## config.mk

```make
export PLATFORM = sky130hd
export DESIGN_NAME = regfile_multiport
export DESIGN_NICKNAME = d
export VERILOG_FILES = /design/src/rtl/regfile_multiport.sv
export SDC_FILE = /design/constraint.sdc
export NUM_CORES = 1
export LEC_CHECK = 0
export CORE_ASPECT_RATIO = 0.75
export CORE_MARGIN = 2
export CORE_UTILIZATION = 53
export CTS_BUF_LIST = sky130_fd_sc_hd__clkbuf_4
export DETAILED_ROUTE_END_ITERATION = 7
export PLACE_DENSITY_LB_ADDON = 0.3
export SLEW_MARGIN = 15
export SYNTH_ARGS = -nofsm -noshare
export SYNTH_HDL_FRONTEND = slang
export SYNTH_SLANG_ARGS = --single-unit
export TNS_END_PERCENT = 5
```

## constraint.sdc

```tcl
create_clock -name clk -period 3.6 [get_ports clk]
set_input_delay 0.72 -clock clk [delete_from_list [all_inputs] [get_ports clk]]
set_output_delay 0.72 -clock clk [all_outputs]
set_load 0.02 [all_outputs]
```

## src/rtl/regfile_multiport.sv

```systemverilog
// ----------------------------------------------------------------------------
// regfile_multiport
//
// Register file for the EV22 datapath: one write port, N_READ independently
// addressed read ports with registered (1-cycle) reads, optional same-cycle
// write-to-read forwarding, optional hardwired zero entry, and a sequential
// clear engine that zeroes every entry one per cycle.
//
// Handshake / timing: there is no valid/ready pairing. rd_en/rd_addr and the
// write port are sampled at every rising edge; busy is high while a clear
// sweep runs, and during that time writes are dropped and enabled reads load
// 0. The first accepted write is at the edge after busy falls.
//
// Ports
//   clk        clock, rising edge
//   reset      asynchronous, active-high; starts a clear sweep on release
//   rd_en      per-port read enable, bit i -> port i
//   rd_addr    port i address at [i*ADDR_W +: ADDR_W]
//   rd_data    port i data at [i*DATA_W +: DATA_W], registered
//   wr_en      write enable
//   wr_addr    write address
//   wr_data    write data
//   clr_req    one-cycle pulse, starts a clear sweep from IDLE
//   busy       high while the clear sweep is running
//   dbg_state  current FSM state encoding (0 = IDLE, 1 = CLEAR)
// ----------------------------------------------------------------------------
module regfile_multiport #(
    parameter int DATA_W   = 16,
    parameter int ADDR_W   = 5,
    parameter int N_READ   = 2,
    parameter int ZERO_REG = 1,
    parameter int BYPASS   = 1
) (
    input  logic                       clk,
    input  logic                       reset,
    input  logic [N_READ-1:0]          rd_en,
    input  logic [N_READ*ADDR_W-1:0]   rd_addr,
    output logic [N_READ*DATA_W-1:0]   rd_data,
    input  logic                       wr_en,
    input  logic [ADDR_W-1:0]          wr_addr,
    input  logic [DATA_W-1:0]          wr_data,
    input  logic                       clr_req,
    output logic                       busy,
    output logic [1:0]                 dbg_state
);

    localparam int   DEPTH   = 1 << ADDR_W;
    localparam logic LP_ZERO = (ZERO_REG != 0);
    localparam logic LP_BYP  = (BYPASS != 0);

    typedef enum logic [1:0] {
        ST_IDLE  = 2'd0,
        ST_CLEAR = 2'd1
    } state_t;

    state_t                   r_state;
    state_t                   w_state_next;
    logic [ADDR_W-1:0]        r_clr_ptr;
    logic [ADDR_W-1:0]        w_clr_ptr_next;
    logic                     w_busy;

    logic [DATA_W-1:0]        r_mem [DEPTH];
    logic [N_READ*DATA_W-1:0] r_rd_data;
    logic [N_READ*DATA_W-1:0] w_rd_next;
    logic [ADDR_W-1:0]        w_ra;
    logic                     w_idle;
    logic                     w_wr_fire;

    // ------------------------------------------------------------------
    // FSM state register
    // ------------------------------------------------------------------
    always_ff @(posedge clk or posedge reset) begin
        if (reset) begin
            r_state   <= ST_CLEAR;
            r_clr_ptr <= '0;
        end else begin
            r_state   <= w_state_next;
            r_clr_ptr <= w_clr_ptr_next;
        end
    end

    // ------------------------------------------------------------------
    // FSM next state
    // ------------------------------------------------------------------
    always_comb begin
        w_state_next   = r_state;
        w_clr_ptr_next = r_clr_ptr;
        w_busy         = 1'b0;
        case (r_state)
            ST_IDLE: begin
                if (clr_req) begin
                    w_state_next   = ST_CLEAR;
                    w_clr_ptr_next = '0;
                end
            end
            ST_CLEAR: begin
                w_busy         = 1'b1;
                w_clr_ptr_next = r_clr_ptr + 1'b1;
                // Last entry cleared this edge; the pointer wraps to 0.
                if (r_clr_ptr == {ADDR_W{1'b1}}) begin
                    w_state_next = ST_IDLE;
                end
            end
            default: begin
                // Unreachable encoding: recover by sweeping from scratch.
                w_busy         = 1'b1;
                w_state_next   = ST_CLEAR;
                w_clr_ptr_next = '0;
            end
        endcase
    end

    assign busy      = w_busy;
    assign dbg_state = r_state;
    assign w_idle    = (r_state == ST_IDLE);

    // ------------------------------------------------------------------
    // Storage: no reset, the sweep zeroes it. Single write port shared by
    // the sweep and the external write; the external write only in IDLE.
    // ------------------------------------------------------------------
    assign w_wr_fire = w_idle && wr_en && !(LP_ZERO && (wr_addr == '0));

    always_ff @(posedge clk) begin
        if (r_state == ST_CLEAR) begin
            r_mem[r_clr_ptr] <= '0;
        end else if (w_wr_fire) begin
            r_mem[wr_addr] <= wr_data;
        end
    end

    // ------------------------------------------------------------------
    // Read lanes: zero register beats forwarding beats storage.
    // ------------------------------------------------------------------
    always_comb begin
        w_rd_next = r_rd_data;
        w_ra      = '0;
        for (int i = 0; i < N_READ; i++) begin
            w_ra = rd_addr[i*ADDR_W +: ADDR_W];
            if (rd_en[i]) begin
                if (!w_idle) begin
                    w_rd_next[i*DATA_W +: DATA_W] = '0;
                end else if (LP_ZERO && (w_ra == '0)) begin
                    w_rd_next[i*DATA_W +: DATA_W] = '0;
                end else if (LP_BYP && wr_en && (wr_addr == w_ra)) begin
                    w_rd_next[i*DATA_W +: DATA_W] = wr_data;
                end else begin
                    w_rd_next[i*DATA_W +: DATA_W] = r_mem[w_ra];
                end
            end
        end
    end

    always_ff @(posedge clk or posedge reset) begin
        if (reset) begin
            r_rd_data <= '0;
        end else begin
            r_rd_data <= w_rd_next;
        end
    end

    assign rd_data = r_rd_data;

endmodule

```

==> flow_summary.ini, run 1 <==
[cts]
hold_buffers = 0
clkSlewWorstSetupHoldPaths_ns = 0.07
cts_tree = built
clock-sinks = 550
cts-buffers-inserted = 138
clk_latency_ns = 0.89
cts-root-buf = clkbuf_4
cts_setup_buffers = 0
clockBufferDepth = 3
cts_resized = 0
cts_max_level = 4

[timing]
finalMaxSlewViolations = 0
setup_viol = 0
fmax_ghz = 0.330
finalCritPeriodShare_pct = 84.3
tns_ns = 0
hold_violations = 0
fin_crit_ns = 3.03
worst_pin_slew_ns = 1.01
relSlewSlack_pct = 32.7
clock_skew_ns = 0.0472
grt_setup_unrepaired = false
worst_slack_ns = 0.566

[placement]
portBuffers = 70
gp_congestion = 0.960
place_area_um2 = 28700
place_ws_ns = 0.0707
hpwl_um = 52900

[synth]
syn_nets = 1631
synth_area_leaders = edfxtp_1, mux4_2, mux2_1
yosysWarningCount = 0
synth.distinct_cells = 64
yosysMostFrequentCell = edfxtp_1
synth_cells = 1592
synth_commonest_cells = edfxtp_1, mux4_2, mux2_1
syn_area_per_cell_um2 = 16.6
yosysSeqAreaShare_pct = 61.8
async_reset_ff_share_pct = 6.91
synth_top_area_cell = edfxtp_1
yosys_register_bits = 550
yosysTopAreaCellShare_pct = 58.2
synth.cell_area_um2 = 26400
synthFlopType = edfxtp_1
synth_edf_count = 512

[worst_setup_path]
crit_path_top_delay_cell = clkdlybuf4s50_1
path_cells = buf_4 -> clkdlybuf4s50_1
rrSetupSlack_ns = 1.05
critical_path_class = reg2out
cp_max_fo = 21
endpoint_kind = primary output
start_kind = flip-flop
crit_family = buffers and inverters
crit_buf_inv = 2
cp.arrival_ns = 2.31
slowest_delay_ns = 0.66
crit_required_ns = 2.88

[routing]
drtIter0Drc = 2387
ant_nets = 0
wl_um = 79200
wl_per_cell_um = 30.7
num_vias = 17600
drcViolationCount = 0
drt_pre_antenna_iters = 5
viasPerCell = 6.81

[layout]
fillCellCount = 3516
nNetsFinal = 1881
areaGrowthSynthToFinish_pct = 15.1
seq_area_um2 = 16300
multiInputGateArea_um2 = 9410
design_area_um2 = 30400
drive_above_1_share_pct = 31.8

[run_status]
status = completed

[global_route]
grt_start_max_net_pins = 56
antenna_found_initial = 2
grt_pass1_wl_um = 115000
grt_pass1_vias = 17500
grt_overflow = 0
grt_use_total_pct = 31.3

[floorplanning]
die_h_um = 197
die_w_um = 262
design.die.area_um2 = 51700
start_util_pct = 54.0
num_io_pins = 72
core_area_um2 = 49000
rows = 70

[power]
power.total_uw = 16500
power.leakage_uw = 0.0106
ir_drop_v = 0.000282
power.density_nw_per_um2 = 541

[flow_run]
max-cap-violations = 0

[min_path]
hold_class = in2async
## flip-flops by register name, indices dropped and copies added, names as in the netlist
register	flops
dbg_state	1
r_clr_ptr	5
r_mem	512
rd_data	32
## metrics by stage
step           cells  hold WS (ns)  util, %
3_5_place_dp    2350         0.529     58.7
2_1_floorplan   1592         0.538        -
3_3_place_gp    2350         0.507     58.7
6_report        2582         0.441     62.2
4_1_cts         2580         0.434     62.1
5_1_grt         2582         0.442     62.2
## per-layer routing
metal	wire length (um)	part of all wire, %	global-route usage, %	vias up
li1	-	-	-	7179
met1	30600	39	44.1	8916
met2	35900	45	46.4	1349
met3	11000	14	10.8	148
met4	1700	2.1	8.99	0
met5	0	0	0	-
## layout by cell type (no fill, tap or decap), types with 8 or more instances in the layout
cell type / instances
o22ai_1: 90
inv_1: 12
a22oi_1: 32
a22o_1: 13
nor2b_1: 15
nand3b_1: 20
o311ai_1: 17
nand4_1: 9
o221ai_1: 24
nand2b_1: 16
nor3_1: 42
nor2_1: 18
a21o_1: 10
or3_1: 9
buf_4: 151
a31oi_1: 26
clkbuf_4: 199
nand3_1: 11
a211o_1: 8
nor2_2: 32
mux2_2: 44
mux2_1: 140
nand2_1: 30
and2_1: 20
dfrtp_1: 37
mux4_2: 146
mux2i_1: 57
clkdlybuf4s50_1: 65
edfxtp_1: 512
clkinv_1: 22
buf_12: 15
## cells by family (layout without fill, tap and decap cells)
| family | Yosys count | after routing | synth area share, % |
|---|---|---|---|
| DFF | 550 | 550 | 61.8 |
| muxes | 389 | 389 | 22.6 |
| AOI/OAI and AO/OA | 256 | 256 | 7.13 |
| and+or+nand+nor | 243 | 243 | 5.02 |
| buffers and inverters | 140 | 480 | 2.97 |
| xor gates and xnor gates | 11 | 11 | 0.364 |
| adders and majority gates | 2 | 2 | 0.0947 |
| other | 1 | 3 | 0.0142 |
## power breakdown
| group | switching (uW) | internal [uW] |
|---|---|---|
| Clock | 2500 | 2730 |
| Combinational | 1850 | 1200 |
| Sequential | 372 | 7810 |
| Total | 4710 | 11700 |
## final timing paths
path,cells past startpoint,startpoint,end
setup / recovery,2,dbg_state[0],busy
hold / removal,2,reset,r_clr_ptr[2]
setup reg to reg,6,dbg_state[0],r_mem[8][3]
hold reg to reg,1,rd_data[14],rd_data[14]
max in group asynchronous,2,reset,rd_data[14]
min in group clk,1,rd_data[14],rd_data[14]
## area by class of cell
type                    instances  area share (%)
multi-input cells             902            30.9
clock inverters                31           0.650
diodes                          2          0.0164
flip-flops and latches        550            53.7
clock buffers                 199            4.91
inverters                      14           0.173
well taps                     648            2.66
repair buffers                236            7.01
(Power assumes the default switching activity.)
==> run 2, diff against run 1 <==
==> constraint.sdc (replaced) <==
create_clock -name clk -period 2.7 [get_ports clk]
set_input_delay 0.54 -clock clk [delete_from_list [all_inputs] [get_ports clk]]
set_output_delay 0.54 -clock clk [all_outputs]
set_load 0.02 [all_outputs]
==> flow_summary.ini, run 2 (same netlist as run 1, synthesis figures left out) <==
[placement]
portBuffers = 70
gp_congestion = 0.975
dp.cells = 2417
hpwl_um = 56200
place_area_um2 = 29900

[run_status]
status = completed

[worst_setup_path]
start_kind = flip-flop
path_cells = clkdlybuf4s50_1
cp.arrival_ns = 2.10
endpoint_kind = primary output
crit_path_top_delay_cell = clkdlybuf4s50_1
crit_end = rd_data[12]
crit_buf_inv = 1
critical_path_class = reg2out
setup.worst_path.start = rd_data[12]
slowest_delay_ns = 0.68
crit_required_ns = 2.16
path_depth = 1
crit_family = buffers and inverters
r2r-start = dbg_state[0]
cp_max_fo = 2
r2r_end = r_mem[3][15]
rrSetupSlack_ns = 0.14
r2r_cells = 5

[global_route]
grt_use_total_pct = 31.7
grt_pass1_vias = 17800
grt_pass1_wl_um = 117000
grt_overflow = 0
antenna_found_initial = 3
grt_start_max_net_pins = 34

[routing]
num_vias = 17900
viasPerCell = 6.77
wl_per_cell_um = 30.5
drcViolationCount = 0
drtIter0Drc = 2509
ant_nets = 0
wl_um = 80800
drt_pre_antenna_iters = 7

[layout]
design_area_um2 = 31700
nNetsFinal = 1945
fin_util_pct = 64.7
drive_above_1_share_pct = 34.2
largest_reg_flops = 512
regMostFlops = r_mem
layout.cells.non_filler = 2650
layout_commonest_cell = edfxtp_1
layout_common_cells = edfxtp_1, clkbuf_4, buf_4
areaGrowthSynthToFinish_pct = 19.9

[timing]
fmax_ghz = 0.379
grt_setup_unrepaired = false
clock_skew_ns = 0.0790
finalCritPeriodShare_pct = 97.7
tns_ns = 0
worst_pin_slew_ns = 1.23
hold_violations = 0
fin_crit_ns = 2.64
finalMaxSlewViolations = 0
setup_viol = 0
relSlewSlack_pct = 18.1

[floorplanning]
design.die.area_um2 = 51700
die_h_um = 197
core_area_um2 = 49000
die_w_um = 262
num_io_pins = 72
start_util_pct = 54.0
rows = 70

[cts]
cts-buffers-inserted = 134
clkSlewWorstSetupHoldPaths_ns = 0.07
clk_latency_ns = 0.89
cts_tree = built
clockBufferDepth = 3
cts_setup_buffers = 0
cts_max_level = 4
cts-root-buf = clkbuf_4
clock-sinks = 550

[flow_run]
max-cap-violations = 0

[power]
ir_drop_v = 0.000415
power.density_nw_per_um2 = 720
power.total_uw = 22800
power.leakage_uw = 0.0111

[min_path]
hold_class = in2reg
-- run 2: layer usage --
metal / track usage (%) / vias to the layer above / routed length (um)
met3: 8.88 / 188 / 11000
li1: - / 7332 / -
met4: 11.1 / 0 / 2500
met5: 0 / - / 0
met1: 45.8 / 9000 / 31400
met2: 46.5 / 1412 / 35800
-- run 2: how the worst min path moves through the flow --
stage                  from            to  slack [ns]  depth (start not counted)
6_report            clr_req  r_clr_ptr[3]        0.41                          2
5_1_grt             clr_req  r_clr_ptr[3]        0.36                          2
4_1_cts             clr_req  r_clr_ptr[3]        0.36                          2
3_5_place_dp    rd_data[29]   rd_data[29]        0.52                          2
3_3_place_gp    rd_data[29]   rd_data[29]        0.53                          2
2_1_floorplan  r_clr_ptr[2]  r_clr_ptr[2]        0.54                          1
-- run 2: timing repair --
item | in CTS | in global routing
gates resized for setup | 5 | 2
endpoints found under the hold margin | 8 | 0
hold buffers | 1 | 0
setup endpoints to repair | 2 | 2
-- run 2: metrics by stage --
stage                     setup WS (ns)  hold WS (ns)
after floorplan                  -0.175         0.538
after global placement           -0.489         0.532
after detailed placement         -0.576         0.518
after CTS                        0.0509         0.357
after global routing            0.00489         0.356
final                            0.0633         0.410
-- run 2: power breakdown --
part / leakage, uW / internal (uW) / switching, uW
combinational: 0.00476 / 1930 / 2610
clock: 0.00107 / 4030 / 3350
sequential: 0.00529 / 10400 / 481
-- run 2: final cells by class --
class	instances	area (um^2)
Tap cell	648	811
Fill cell	3411	17300
Inverter	14	52.6
Sequential cell	550	16300
Clock buffer	191	1430
Multi-Input combinational cell	902	9410
Antenna cell	1	2.50
Timing Repair Buffer	304	3270
Clock inverter	40	382
